<file path="config.mk">
export PLATFORM = sky130hd
export DESIGN_NAME = mem_port_arbiter
export DESIGN_NICKNAME = d
export VERILOG_FILES = /design/src/rtl/mem_arb_pkg.sv /design/src/rtl/mem_port_arbiter.sv
export SDC_FILE = /design/constraint.sdc
export NUM_CORES = 1
export LEC_CHECK = 0
export CORE_MARGIN = 3
export CORE_UTILIZATION = 44
export CTS_CLUSTER_SIZE = 16
export DETAILED_ROUTE_END_ITERATION = 6
export GPL_ROUTABILITY_DRIVEN = 0
export PLACE_DENSITY = 0.95
export SYNTH_ARGS = -nofsm -noshare
export SYNTH_HDL_FRONTEND = slang
export SYNTH_SLANG_ARGS = --single-unit
</file>
<file path="constraint.sdc">
create_clock -name clk_i -period 4.25 [get_ports clk_i]
set_input_delay 0.6375 -clock clk_i [delete_from_list [all_inputs] [get_ports clk_i]]
set_output_delay 0.6375 -clock clk_i [all_outputs]
set_load 0.02 [all_outputs]
</file>
<file path="src/rtl/mem_arb_pkg.sv">
// Shared types for the instruction/data memory-port arbiter: FSM states,
// grant identifiers and default bus widths.
package mem_arb_pkg;

  typedef enum logic [1:0] {
    IDLE = 2'd0,
    DATA = 2'd1,
    INST = 2'd2
  } state_e;

  typedef enum logic {
    GNT_DATA = 1'b0,
    GNT_INST = 1'b1
  } gnt_e;

  localparam int ADDR_W_DEF = 32;
  localparam int DATA_W_DEF = 32;

endpackage

</file>
<file path="src/rtl/mem_port_arbiter.sv">
// Shares one fixed-latency memory between the fetch port and the data port,
// alternating grants under contention and stalling the pipeline meanwhile.
module mem_port_arbiter
  import mem_arb_pkg::*;
#(
  parameter int MEM_LAT = 4,
  parameter int ADDR_W  = ADDR_W_DEF,
  parameter int DATA_W  = DATA_W_DEF
) (
  input  logic              clk_i,
  input  logic              rst_n_i,
  input  logic              if_req_i,
  input  logic [ADDR_W-1:0] if_addr_i,
  output logic [DATA_W-1:0] if_rdata_o,
  output logic              if_ack_o,
  input  logic              dm_req_i,
  input  logic              dm_we_i,
  input  logic [ADDR_W-1:0] dm_addr_i,
  input  logic [DATA_W-1:0] dm_wdata_i,
  output logic [DATA_W-1:0] dm_rdata_o,
  output logic              dm_ack_o,
  output logic              stall_o,
  output logic              mem_en_o,
  output logic              mem_we_o,
  output logic [ADDR_W-1:0] mem_addr_o,
  output logic [DATA_W-1:0] mem_wdata_o,
  input  logic [DATA_W-1:0] mem_rdata_i
);

  localparam int              CNT_W    = $clog2(MEM_LAT + 1);
  localparam logic [CNT_W-1:0] CNT_LAST = CNT_W'(MEM_LAT - 1);

  state_e            state_q, state_d;
  gnt_e              last_gnt_q;
  logic [CNT_W-1:0]  cnt_q;
  logic [ADDR_W-1:0] addr_q;
  logic              we_q;
  logic [DATA_W-1:0] wdata_q;
  logic [DATA_W-1:0] if_rdata_q, dm_rdata_q;
  logic              if_ack_q, dm_ack_q;
  logic              if_req_m, dm_req_m;
  logic              grant_data;
  logic              access_done;

  // A requester being acked this cycle still holds its request; mask it so
  // the ack cycle can hand the memory to the other port.
  assign if_req_m    = if_req_i & ~if_ack_q;
  assign dm_req_m    = dm_req_i & ~dm_ack_q;
  assign grant_data  = dm_req_m & (~if_req_m | (last_gnt_q == GNT_INST));
  assign access_done = (state_q != IDLE) && (cnt_q == CNT_LAST);

  always_ff @(posedge clk_i or negedge rst_n_i) begin
    if (!rst_n_i) state_q <= IDLE;
    else          state_q <= state_d;
  end

  always_comb begin
    state_d = state_q;
    case (state_q)
      IDLE: begin
        if (grant_data)    state_d = DATA;
        else if (if_req_m) state_d = INST;
      end
      DATA, INST: begin
        if (access_done) state_d = IDLE;
      end
      default: state_d = IDLE;
    endcase
  end

  always_comb begin
    mem_en_o = 1'b0;
    mem_we_o = 1'b0;
    case (state_q)
      DATA: begin
        mem_en_o = 1'b1;
        mem_we_o = we_q;
      end
      INST: mem_en_o = 1'b1;
      default: ;
    endcase
  end

  always_ff @(posedge clk_i or negedge rst_n_i) begin
    if (!rst_n_i) begin
      cnt_q      <= '0;
      last_gnt_q <= GNT_INST;
      addr_q     <= '0;
      we_q       <= 1'b0;
      wdata_q    <= '0;
      if_rdata_q <= '0;
      dm_rdata_q <= '0;
      if_ack_q   <= 1'b0;
      dm_ack_q   <= 1'b0;
    end else begin
      if_ack_q <= (state_q == INST) && access_done;
      dm_ack_q <= (state_q == DATA) && access_done;
      if (state_q == IDLE) begin
        cnt_q <= '0;
        if (grant_data) begin
          last_gnt_q <= GNT_DATA;
          addr_q     <= dm_addr_i;
          we_q       <= dm_we_i;
          wdata_q    <= dm_wdata_i;
        end else if (if_req_m) begin
          last_gnt_q <= GNT_INST;
          addr_q     <= if_addr_i;
          we_q       <= 1'b0;
        end
      end else begin
        cnt_q <= cnt_q + CNT_W'(1);
      end
      // Read data is only valid on the final access cycle.
      if (access_done && (state_q == INST))         if_rdata_q <= mem_rdata_i;
      if (access_done && (state_q == DATA) && !we_q) dm_rdata_q <= mem_rdata_i;
    end
  end

  assign if_rdata_o  = if_rdata_q;
  assign dm_rdata_o  = dm_rdata_q;
  assign if_ack_o    = if_ack_q;
  assign dm_ack_o    = dm_ack_q;
  assign mem_addr_o  = addr_q;
  assign mem_wdata_o = wdata_q;
  assign stall_o     = rst_n_i & ((if_req_i & ~if_ack_q) | (dm_req_i & ~dm_ack_q));

endmodule

</file>
# After elaboration in Yosys (flattened, before gate mapping)
# Index checks and enable logic that the tools add are counted.
# word_totals
register_bits,137
latchBits,0
ramBits,0
romBits,0
inputBits,133
out_inout_bits,133
n_memories,0
# op_classes
add_sub_neg,1
n_mul,0
div,0
order_cmp,0
eq_ne,5
shifts,0
n_mux,13
bitwise,9
reduce_logical,12
# ops
cell,n
$mux 32,2
$mux 1,6
$mux 2,3
$reduce_and 2->1,3
$and 1x1->1,4
$logic_and 1x1->1,4
$pmux 2 s2,1
$reduce_bool 2->1,2
$add 3x1->3 const B,1
$eq 3x2->1 const B,1
$mux 3,1
$ne 3x3->1 const B,1
$not 1->1,3
$eq 2x1->1 const B,1
$eq 2x2->1 const B,1
$logic_not 2->1,1
$ne 2x1->1 const B,1
$or 1x1->1,2
$reduce_or 2->1,1
$logic_not 1->1,1

# Longest topological paths before layout
# logic_depth
depth_word,7
mapped_depth,8
depth_no_buf,5

# Worst setup path after synthesis
# OpenSTA, ideal clock, no wires.
# synth_timing
kind,input -> output
start,input port if_req_i
end,output port stall_o
arrival_time_ns,1.565
path_slack_ns,2.047
cell_stages,4
n_path_buf,2
path_cell_list,nand2b_4 > buf_4 > clkbuf_1 > a21boi_0
# synth_between
elab_chain_cells,3
# synth_lines
item,line,text
"start, declared",mem_port_arbiter.sv:12,"input logic if_req_i,"
$and 1x1->1,mem_port_arbiter.sv:125,assign stall_o = rst_n_i & ((if_req_i & ~if_ack_q) | (dm_req_i & ~dm_ack_q));
$or 1x1->1,mem_port_arbiter.sv:125,
$and 1x1->1,mem_port_arbiter.sv:125,
"end, declared",mem_port_arbiter.sv:22,"output logic stall_o,"
# Every way passes these cells.

# Worst setup path in the final report
# Same ends and word-level chain as after synthesis.

==> summary.txt <==
Clock network
  – CTS max path bufs: 2
  – Root Driver: clkbuf_16
  – CTS tree: done
  – Worst skew pair latency: 0.41 ns
  – Postcts setup bufs: 0
  – H-tree depth: 4
  – Cts repair resizes: 0
  – Num CTS Buffers: 17
  – Hold buffer count at cts: 0
  – Clock transition at path regs: 0.05 ns
  – Clock sinks: 137

Detailed routing
  – Routed length per instance: 19.2 µm
  – DRC: 0
  – Antenna Nets Post-Route: 0
  – DR vias: 4354
  – Vias/cell: 5.23
  – Drt initial violations: 211
  – TritonRoute pass-1 iters: 4
  – Post-Route WL: 16.0 mm

STA
  – Worst clock skew: 0.00915 ns
  – Fmax: 0.332 GHz
  – Endpoints failing setup: 0
  – Least-Margin Pin Slew: 1.27 ns
  – Final hold vios: 0
  – Final max-slew violation count: 0
  – Fin crit share: 70.8%
  – Sum Neg Setup Slack: 0 ns
  – Worst setup margin: 1.24 ns
  – RSZ-0062 raised after global routing: no
  – Fin crit period: 3.01 ns
  – Relative slew slack: 15.6%

Yosys
  – Yosys top cell by area: dfrtp_1
  – Synth top area cells: dfrtp_1, mux2_2, a221o_1
  – Post-Syn Area: 5580 µm²
  – Fraction of registers with async set or reset after synthesis: 100%
  – Yosys cell types: 30
  – Leading register cell type out of synthesis: dfrtp_1
  – Synth cell count leaders: dfrtp_1, mux2_2, nand2_1
  – Share of the yosys chip area belonging to registers: 61.4%
  – Post-synth EDFFs: 0
  – Count leader, synth: dfrtp_1
  – Synthesized flop and latch total: 137
  – Syn avg cell area: 14.1 µm²
  – Ys Warns: 0
  – Area fraction of the dominant cell type after synthesis: 61.0%
  – Cells after synthesis: 397
  – Syn nets: 535

Setup path
  – Crit Reg-Reg Startpoint: state_q[1]
  – Crit Path Class: in -> out
  – Worst Path Arrival: 2.37 ns
  – Setup slack, reg-to-reg: 1.30 ns
  – Crit end category: output pin
  – R2r endpoint: mem_wdata_o[29]
  – Worst EP required: 3.61 ns
  – Crit start category: input pin
  – Worst-path maximum fanout: 40
  – Worst R2R Path Depth: 6

Die
  – Ports: 266
  – Initial Util: 45.7%
  – Die Span X: 119 µm
  – Die area: 14100 µm²
  – Core Area: 12200 µm²
  – Die Y: 119 µm
  – # rows: 40

Power and ir drop
  – PwrDens: 789 nW/µm²
  – Sw Share: 35.3%
  – Leakage: 3.80 nW
  – Switching power: 2.46 mW
  – Logic pwr share: 47.3%
  – Reg power frac: 33.1%
  – VDD IR-drop max: 415 µV
  – Clock power share: 19.7%
  – Cell-internal power: 4.51 mW
  – Total power draw: 6.97 mW

Global route
  – Largest net degree at the start of global routing: 82
  – Initial antenna violation count: 0
  – Met2 Resource Use GR: 41.2%
  – Total Routing Usage GR: 23.4%
  – Vias in the first global route: 4776
  – First-pass GRT wire length: 25.8 mm
  – Total grt overflow: 0
  – Global routing met1 resource utilization: 25.9%
  – Top Usage Layer GRT: met2
  – Met3 Use GR: 6.56%

Finish
  – Synthesis-to-finish area growth: 58.2%
  – Layout cell share with drive strength beyond 1: 17.8%
  – FILL cells: 831
  – Antenna Cells: 0
  – Net count reported at finish: 793
  – Fin util: 72.3%

Placed design
  – Number of I/O port buffers: 265
  – Pre-CTS WS: 1.20 ns
  – HPWL after DPL: 11.6 mm

Flow run
  – MaxCap Viol Count: 0

Outcome
  – Status: finished clean

Hold path
  – Type of the worst min-delay path: in -> async
registers in the layout, indices dropped and copies added (netlist names):
| name | cells |
|---|---|
| last_gnt_q | 1 |
| mem_addr_o | 32 |
| mem_wdata_o | 32 |
| we_q | 1 |
| if_rdata_o | 32 |
| dm_rdata_o | 32 |
| if_ack_o | 1 |
| state_q | 2 |
| dm_ack_o | 1 |
| cnt_q | 3 |
power groups by stage:
| stage | clock, mW | sequential [mW] | combinational (mW) |
|---|---|---|---|
| finish | 1.37 | 2.31 | 3.29 |
| global route | 1.45 | 2.38 | 3.47 |
| CTS | 1.40 | 2.31 | 3.33 |
| detailed placement | 0 | 2.30 | 3.31 |
| global placement | 0 | 2.27 | 3.21 |
| floorplan | 0 | 3.00 | 0.957 |
through the flow:
step / instance area, µm² / cells / hold slack [ns]
finish: 8830 / 832 / 0.177
global route: 8830 / 832 / 0.203
CTS: 8830 / 832 / 0.183
detailed placement: 8290 / 804 / 0.433
global placement: 8290 / 804 / 0.416
floorplan: 5580 / 397 / 0.342
final cells by class:
type / instances / area, µm² / area share (%)
multi-input combinational: 224 / 1930 / 21.9
inverter: 5 / 18.8 / 0.212
tap: 168 / 210 / 2.38
timing repair buffer: 270 / 2700 / 30.6
clock inverter: 4 / 70.1 / 0.793
clock buffer: 24 / 472 / 5.34
sequential: 137 / 3430 / 38.8
layer usage:
metal,part of all wire (%),vias up
li1,-,1948
met4,3.8,0
met1,37,2149
met5,0,-
met2,52,211
met3,6.7,46
cell families (layout without fill, tap and decap cells):
group | Yosys count | in the layout | share of synthesized area [%]
buf+inv | 36 | 303 | 3.99
flops | 137 | 137 | 61.4
fa+ha+maj | 5 | 5 | 1.12
mux | 96 | 96 | 19.4
simple gates | 80 | 80 | 6.90
compound gates | 43 | 43 | 7.19
placed cells by master (no fill, tap or decap), types with 2 or more instances in the layout:
cell type          n
buf_4              4
and3b_1            2
mux2_2            84
nor3_1            33
clkdlybuf4s50_1  264
and2_1             2
clkbuf_1           5
o21ai_0            3
bufinv_16          2
nor2b_1            3
clkbuf_16         17
clkbuf_8           2
nor2_1             2
ha_1               5
clkinv_2           2
a221o_1           32
mux2_1            12
inv_1              5
nand2_1           34
dfrtp_1          136
worst max-delay path, stage by stage:
cell,delay (ns)
clkdlybuf4s50_1,0.52
nand2b_4,0.26
a21boi_0,0.31
clkdlybuf4s50_1,0.65
worst max-delay path by stage:
stage          startpoint         endpoint  slack (ns)
2_1_floorplan    if_req_i          stall_o        2.05
3_3_place_gp     if_req_i  mem_wdata_o[27]        1.30
3_5_place_dp     if_req_i  mem_wdata_o[27]        1.20
4_1_cts          if_req_i          stall_o        1.23
5_1_grt        state_q[0]  mem_wdata_o[27]        1.12
6_report         if_req_i          stall_o        1.24
(Power assumes the default switching activity.)
